File: config.mk
export PLATFORM = sky130hd
export DESIGN_NAME = mt_stack_file
export DESIGN_NICKNAME = d
export VERILOG_FILES = /design/src/rtl/sik_pkg.sv /design/src/rtl/stack_addr_check.sv /design/src/rtl/mt_stack_file.sv
export SDC_FILE = /design/constraint.sdc
export NUM_CORES = 1
export LEC_CHECK = 0
export ABC_AREA = 1
export ABC_CLOCK_PERIOD_IN_PS = 4900
export CORE_UTILIZATION = 56
export DETAILED_ROUTE_END_ITERATION = 8
export HOLD_SLACK_MARGIN = 0.06
export PLACE_DENSITY = 0.76
export SLEW_MARGIN = 30
export SYNTH_ARGS = -nofsm -noshare
export SYNTH_HDL_FRONTEND = slang
export SYNTH_HIERARCHICAL = 1
export SYNTH_SLANG_ARGS = --single-unit
File: constraint.sdc
create_clock -name clk -period 4.9 [get_ports clk]
set_clock_uncertainty 0.05 [all_clocks]
set_input_delay 0.735 -clock clk [delete_from_list [all_inputs] [get_ports clk]]
set_output_delay 0.735 -clock clk [all_outputs]
set_load 0.03 [all_outputs]
File: src/rtl/sik_pkg.sv
// Shared definitions for the SIK stack processor: op encodings and datapath width.
package sik_pkg;

   localparam int unsigned WORD = 16;

   localparam logic [2:0] OpNop   = 3'd0;
   localparam logic [2:0] OpPush  = 3'd1;
   localparam logic [2:0] OpPop   = 3'd2;
   localparam logic [2:0] OpGet   = 3'd3;
   localparam logic [2:0] OpPut   = 3'd4;
   localparam logic [2:0] OpPeek2 = 3'd5;
   localparam logic [2:0] OpBinwb = 3'd6;

   // Source of the primary response word.
   localparam logic [1:0] ASelZero = 2'd0;
   localparam logic [1:0] ASelMem  = 2'd1;
   localparam logic [1:0] ASelData = 2'd2;

endpackage

File: src/rtl/stack_addr_check.sv
// Decodes one stack op against the current depth: slots to read/write, new depth, legality.
module stack_addr_check
   import sik_pkg::*;
#(
   parameter int unsigned DEPTH = 16,
   parameter int unsigned ARGW  = 4,
   parameter int unsigned CW    = $clog2(DEPTH + 1),
   parameter int unsigned SW    = $clog2(DEPTH)
) (
   input  logic [CW-1:0]   c,
   input  logic [2:0]      op_code,
   input  logic [ARGW-1:0] op_arg,
   output logic [SW-1:0]   rd_a,
   output logic [SW-1:0]   rd_b,
   output logic [SW-1:0]   wr_slot,
   output logic            wr_en,
   output logic            wr_from_mem,
   output logic [1:0]      a_sel,
   output logic            b_en,
   output logic [CW-1:0]   new_cnt,
   output logic            err
);

   // One bit wider than either operand so c-1-k and c+1 can never wrap.
   localparam int unsigned XW = ((CW > ARGW) ? CW : ARGW) + 1;
   localparam logic [XW-1:0] One = XW'(1);
   localparam logic [XW-1:0] Two = XW'(2);
   localparam logic [XW-1:0] Dx  = XW'(DEPTH);

   logic [XW-1:0] cx, kx, nx;
   logic          ok;

   assign cx = XW'(c);
   assign kx = XW'(op_arg);

   always_comb begin
      ok          = 1'b1;
      wr_en       = 1'b0;
      wr_from_mem = 1'b0;
      a_sel       = ASelZero;
      b_en        = 1'b0;
      nx          = cx;
      rd_a        = SW'(cx - One);
      rd_b        = SW'(cx - Two);
      wr_slot     = SW'(cx);
      case (op_code)
         OpPush: begin
            ok    = cx < Dx;
            wr_en = 1'b1;
            a_sel = ASelData;
            nx    = cx + One;
         end
         OpPop: begin
            ok    = kx <= cx;
            a_sel = (cx == '0) ? ASelZero : ASelMem;
            nx    = cx - kx;
         end
         OpGet: begin
            ok          = (kx < cx) && (cx < Dx);
            rd_a        = SW'(cx - One - kx);
            wr_en       = 1'b1;
            wr_from_mem = 1'b1;
            a_sel       = ASelMem;
            nx          = cx + One;
         end
         OpPut: begin
            ok          = kx < cx;
            wr_slot     = SW'(cx - One - kx);
            wr_en       = 1'b1;
            wr_from_mem = 1'b1;
            a_sel       = ASelMem;
         end
         OpPeek2: begin
            ok    = cx >= Two;
            a_sel = ASelMem;
            b_en  = 1'b1;
         end
         OpBinwb: begin
            ok      = cx >= Two;
            wr_slot = SW'(cx - Two);
            wr_en   = 1'b1;
            a_sel   = ASelData;
            nx      = cx - One;
         end
         default: ;
      endcase
      err = ~ok;
      if (err) begin
         wr_en = 1'b0;
         a_sel = ASelZero;
         b_en  = 1'b0;
         nx    = cx;
      end
      new_cnt = CW'(nx);
   end

endmodule

File: src/rtl/mt_stack_file.sv
// Multi-thread operand stack storage: one op per cycle, registered response one cycle later.
module mt_stack_file
   import sik_pkg::*;
#(
   parameter int unsigned WIDTH    = WORD,
   parameter int unsigned DEPTH    = 16,
   parameter int unsigned NTHREADS = 2,
   parameter int unsigned ARGW     = 4,
   localparam int unsigned TW      = (NTHREADS > 1) ? $clog2(NTHREADS) : 1,
   localparam int unsigned CW      = $clog2(DEPTH + 1)
) (
   input  logic                   clk,
   input  logic                   reset,
   input  logic                   op_valid,
   input  logic [TW-1:0]          op_thread,
   input  logic [2:0]             op_code,
   input  logic [ARGW-1:0]        op_arg,
   input  logic [WIDTH-1:0]       op_data,
   input  logic [NTHREADS-1:0]    clr,
   output logic                   rsp_valid,
   output logic [TW-1:0]          rsp_thread,
   output logic [WIDTH-1:0]       rsp_a,
   output logic [WIDTH-1:0]       rsp_b,
   output logic                   rsp_err,
   output logic [NTHREADS*CW-1:0] cnt,
   output logic [NTHREADS-1:0]    empty,
   output logic [NTHREADS-1:0]    full
);

   localparam int unsigned SW = $clog2(DEPTH);

   logic [WIDTH-1:0] mem [NTHREADS][DEPTH];
   logic [CW-1:0]    cnt_q [NTHREADS];

   logic             thread_ok, collide, accept;
   logic [CW-1:0]    cur_cnt, new_cnt;
   logic [SW-1:0]    rd_a, rd_b, wr_slot;
   logic             wr_en, wr_from_mem, b_en, chk_err;
   logic [1:0]       a_sel;
   logic [WIDTH-1:0] rd_a_data, rd_b_data, wr_data, a_val;

   logic             rsp_valid_q, rsp_err_q;
   logic [TW-1:0]    rsp_thread_q;
   logic [WIDTH-1:0] rsp_a_q, rsp_b_q;

   assign thread_ok = 32'(op_thread) < NTHREADS;
   assign cur_cnt   = thread_ok ? cnt_q[op_thread] : '0;
   assign collide   = thread_ok & clr[op_thread];

   stack_addr_check #(
      .DEPTH (DEPTH),
      .ARGW  (ARGW),
      .CW    (CW),
      .SW    (SW)
   ) u_check (
      .c           (cur_cnt),
      .op_code     (op_code),
      .op_arg      (op_arg),
      .rd_a        (rd_a),
      .rd_b        (rd_b),
      .wr_slot     (wr_slot),
      .wr_en       (wr_en),
      .wr_from_mem (wr_from_mem),
      .a_sel       (a_sel),
      .b_en        (b_en),
      .new_cnt     (new_cnt),
      .err         (chk_err)
   );

   // A clear on the op's own thread discards the op.
   assign accept    = op_valid & thread_ok & ~collide & ~chk_err;
   assign rd_a_data = mem[op_thread][rd_a];
   assign rd_b_data = mem[op_thread][rd_b];
   assign wr_data   = wr_from_mem ? rd_a_data : op_data;

   always_comb begin
      case (a_sel)
         ASelMem:  a_val = rd_a_data;
         ASelData: a_val = op_data;
         default:  a_val = '0;
      endcase
   end

   // Array contents are not reset.
   always_ff @(posedge clk) begin
      if (accept && wr_en) mem[op_thread][wr_slot] <= wr_data;
   end

   always_ff @(posedge clk or negedge reset) begin
      if (!reset) begin
         for (int unsigned t = 0; t < NTHREADS; t++) cnt_q[t] <= '0;
      end else begin
         for (int unsigned t = 0; t < NTHREADS; t++) begin
            if (clr[t]) begin
               cnt_q[t] <= '0;
            end else if (accept && (32'(op_thread) == t)) begin
               cnt_q[t] <= new_cnt;
            end
         end
      end
   end

   always_ff @(posedge clk or negedge reset) begin
      if (!reset) begin
         rsp_valid_q  <= 1'b0;
         rsp_thread_q <= '0;
         rsp_err_q    <= 1'b0;
         rsp_a_q      <= '0;
         rsp_b_q      <= '0;
      end else begin
         rsp_valid_q  <= op_valid;
         rsp_thread_q <= op_valid ? op_thread : '0;
         rsp_err_q    <= op_valid & ~accept;
         rsp_a_q      <= accept ? a_val : '0;
         rsp_b_q      <= (accept && b_en) ? rd_b_data : '0;
      end
   end

   assign rsp_valid  = rsp_valid_q;
   assign rsp_thread = rsp_thread_q;
   assign rsp_err    = rsp_err_q;
   assign rsp_a      = rsp_a_q;
   assign rsp_b      = rsp_b_q;

   always_comb begin
      cnt   = '0;
      empty = '0;
      full  = '0;
      for (int unsigned t = 0; t < NTHREADS; t++) begin
         cnt[t*CW +: CW] = cnt_q[t];
         empty[t]        = (cnt_q[t] == '0);
         full[t]         = (cnt_q[t] == CW'(DEPTH));
      end
   end

endmodule

==> impl_metrics.yaml <==
run_status:
  status: "finished clean"
logic_synthesis:
  synth.distinct_cells: 41
  syn-num-nets: 2661
  yosys_warnings: 6
  ys_seq_area_frac: 0.626
  avgSynthCellArea_sq_um: 10.1
  synthesis.area_sq_mm: 0.0263
  synth-seq-cells: 557
  syn-instance-count: 2615
cts:
  htreeDepth: 2
  root_buffer: "clkbuf_16"
  clk_latency_ps: 640
  cts_buffers: 55
  clk_pin_slew_ps: 60
  cts_tree: "done"
  clock-sinks: 557
  cts_resized: 0
  clock_path_buffers: 3
  ctsHoldBuffers: 0
  postCtsSetupBuffers: 0
drt:
  vias: 21891
  first_pass_iters: 8
  routed_wl_um: 82800
  drc: 0
  drt-initial-drc-count: 3785
  routedWlPerCell_um: 25.0
  vias_per_cell: 6.61
  ant_nets: 0
sta:
  tightestPinTransition_ps: 1090
  setup_viol: 0
  layout_worst_path_cycle_share: 0.939
  slew_violations: 0
  max_slew_margin: 0.274
  max_freq_ghz: 0.217
  period_minus_slack_ps: 4600
  setup_tns_ps: 0
  whs_ps: 69.3
  rsz0062_at_grt: "false"
  hold_viol: 0
flow_run:
  drv_cap: 0
finish:
  drive_gt1_frac: 0.100
  syn2layout_area_growth_pct: 14.0
  num-fill-cells: 3486
  finalNetCount: 2707
  postLayoutCoreUtil: 0.647
  stdcell_area_sq_mm: 0.0300
worst_setup_path:
  endpoint: "mem[1][185]"
  crit_path_end_kind: "register"
  critPathTopFamily: "compound AO/OA/AOI/OAI gates"
  cp_cell_sequence: "nand2_1 -> o21ai_4 -> inv_1 -> ha_1 -> xor2_1 -> ha_1 -> a21oi_1 -> nand2_1 -> nand3_1 -> o21ai_1 -> buf_4 -> inv_1 -> buf_4 -> nand3_1 -> a31oi_4"
  r2r_slack_ps: 300
  crit_cells: 15
  crit_start: "cnt[5]"
  r2r_cells: 15
  crit_arrival_ps: 4830
  worstPathBufferInverterCount: 4
  crit_type: "register to register"
  regToRegEndpoint: "mem[1][185]"
  max_stage_delay_ps: 900
  required_ps: 5130
  critPathLaunchType: "register"
  slowest_stage: "a31oi_4"
  crit_fanout: 32
  r2r_start: "cnt[5]"
power_and_ir_drop:
  p_per_area_mw_per_mm2: 367
  p_int_mw: 8.28
  switching_share: 0.250
  power_switching_mw: 2.75
  power.leakage_nw: 11.1
  combPwrFrac: 0.112
  seq_power_share: 0.481
  ir_drop_v: 0.000271
  clockPowerShare: 0.407
floorplanning:
  start_util: 0.567
  dieArea_sq_mm: 0.0479
  row_count: 79
  coreArea_sq_mm: 0.0465
  die_y_um: 219
  die_x_um: 219
  pin_count: 78
grt:
  antenna_found_initial: 2
  grt_usage: 0.345
  grt_start_max_net_pins: 227
  grt.overflow.total: 0
  grt_pass1_vias: 21062
  grt_pass1_wl_um: 123000
placement:
  postPlaceCellArea_sq_mm: 0.0281
  gp_congestion: 0.957
  port_buffers: 77
  dp_hpwl_um: 48300
min_path:
  min_path_type: "input port to asynchronous set/reset pin"
[cell families (layout without fill, tap and decap cells)]
kind of cell | after synthesis | in the layout | synth area share
AND/OR/NAND/NOR | 1713 | 1713 | 0.297
flip-flops | 557 | 557 | 0.626
buffers and inverters | 242 | 332 | 0.0478
AO/OA/AOI/OAI | 82 | 82 | 0.0190
adder cells (fa/ha/maj) | 17 | 17 | 0.00864
XOR/XNOR | 4 | 4 | 0.00133
other | 0 | 1 | 0
[placed cells by master (no fill, tap or decap), types with 3 or more instances in the layout]
cell type,synthesis,layout
clkbuf_16,0,55
clkinv_1,0,9
edfxtp_1,512,512
o21ai_4,0,3
nor3_2,0,30
clkbuf_1,50,6
ha_1,15,15
bufinv_16,0,10
nand2_1,642,641
buf_12,1,11
inv_2,11,12
or2_2,3,3
nand2_2,5,6
buf_4,31,77
inv_1,53,50
a31oi_4,0,16
a21oi_1,26,26
nand3_1,978,978
a21oi_2,10,10
nor2_1,30,30
clkinv_2,0,13
nor2_2,3,3
clkdlybuf4s50_1,0,75
o21ai_0,14,8
nand4_1,11,11
dfrtp_1,45,45
clkbuf_8,0,6
o22ai_1,10,10
[metal layers]
metal / vias to the layer above / part of all wire / routed length [um] / GRT usage
met5: - / 0.000097 / 8 / 0
li1: 9485 / - / - / -
met2: 1872 / 0.46 / 38000 / 0.545
met1: 10128 / 0.34 / 28200 / 0.438
met4: 2 / 0.059 / 4860 / 0.195
met3: 404 / 0.14 / 11800 / 0.0834
[synth_stat cells]
| cell | n | area share |
|---|---|---|
| nand3_1 | 978 | 0.19 |
| nand2_1 | 642 | 0.091 |
| edfxtp_1 | 512 | 0.58 |
| inv_1 | 53 | 0.0076 |
| clkbuf_1 | 50 | 0.0071 |
| buf_1 | 48 | 0.0068 |
| dfrtp_1 | 45 | 0.043 |
| buf_4 | 31 | 0.0088 |
| nor3_1 | 31 | 0.0059 |
| nor2_1 | 30 | 0.0043 |
| a21oi_1 | 26 | 0.0049 |
| buf_2 | 23 | 0.0044 |
| buf_6 | 23 | 0.0098 |
| a31oi_1 | 16 | 0.0038 |
| ha_1 | 15 | 0.0071 |
| o21ai_0 | 14 | 0.0027 |
| inv_2 | 11 | 0.0016 |
| nand4_1 | 11 | 0.0026 |
| a21oi_2 | 10 | 0.0033 |
| o22ai_1 | 10 | 0.0024 |
| nand2_2 | 5 | 0.0012 |
| nor2_2 | 3 | 0.00071 |
| or2_2 | 3 | 0.00071 |
| fa_1 | 2 | 0.0015 |
| nand3_2 | 2 | 0.00076 |
| nand3b_1 | 2 | 0.00057 |
| nor2_4 | 2 | 0.00085 |
| o211ai_1 | 2 | 0.00057 |
| xnor2_1 | 2 | 0.00067 |
| xor2_1 | 2 | 0.00067 |
| a211o_1 | 1 | 0.00033 |
| a22oi_1 | 1 | 0.00029 |
| buf_12 | 1 | 0.00076 |
| buf_8 | 1 | 0.00057 |
| inv_6 | 1 | 0.00033 |
| nand2_4 | 1 | 0.00043 |
| nand3_4 | 1 | 0.00067 |
| nor2_8 | 1 | 0.00076 |
| o2111ai_1 | 1 | 0.00033 |
| o221ai_1 | 1 | 0.00033 |
| or2_1 | 1 | 0.00024 |
[final cells by class]
| class | instances | area (sq um) | area share |
|---|---|---|---|
| Antenna cell | 1 | 2.50 | 0.0000833 |
| Tap cell | 607 | 759 | 0.0253 |
| Multi-Input combinational cell | 1816 | 9010 | 0.300 |
| Clock inverter | 35 | 437 | 0.0145 |
| Clock buffer | 66 | 1470 | 0.0489 |
| Sequential cell | 557 | 16500 | 0.549 |
| Timing Repair Buffer | 166 | 1600 | 0.0533 |
| Inverter | 65 | 259 | 0.00862 |
[power by group through the flow]
| stage | combinational, mW | sequential, mW | clock (mW) |
|---|---|---|---|
| floorplan | 0.781 | 5.42 | 0 |
| global placement | 1.15 | 5.41 | 0 |
| detailed placement | 1.18 | 5.41 | 0 |
| CTS | 1.19 | 5.31 | 4.47 |
| global route | 1.30 | 5.31 | 4.65 |
| finish | 1.24 | 5.31 | 4.49 |
[flip-flops by register name, summed over array words and instances (netlist names)]
name and flops:
rsp_valid 1, rsp_b 16, cnt 10, rsp_a 16, rsp_err 1, mem 512, rsp_thread 1
[per-stage QoR]
step                      setup WS [ps]  std cells  power, mW
after global placement              305       3210       6.56
final                               301       3313       11.0
after CTS                           521       3311       11.0
after detailed placement            144       3210       6.59
after global routing                239       3312       11.3
after floorplan                    -263       2615       6.20
[worst min path at each step]
stage,endpoint,slack (ps)
3_5_place_dp,cnt[3],520
2_1_floorplan,cnt[0],390
3_3_place_gp,cnt[2],530
4_1_cts,rsp_err,80
6_report,rsp_err,70
5_1_grt,rsp_err,120
Power figures use the tool's default switching activity.
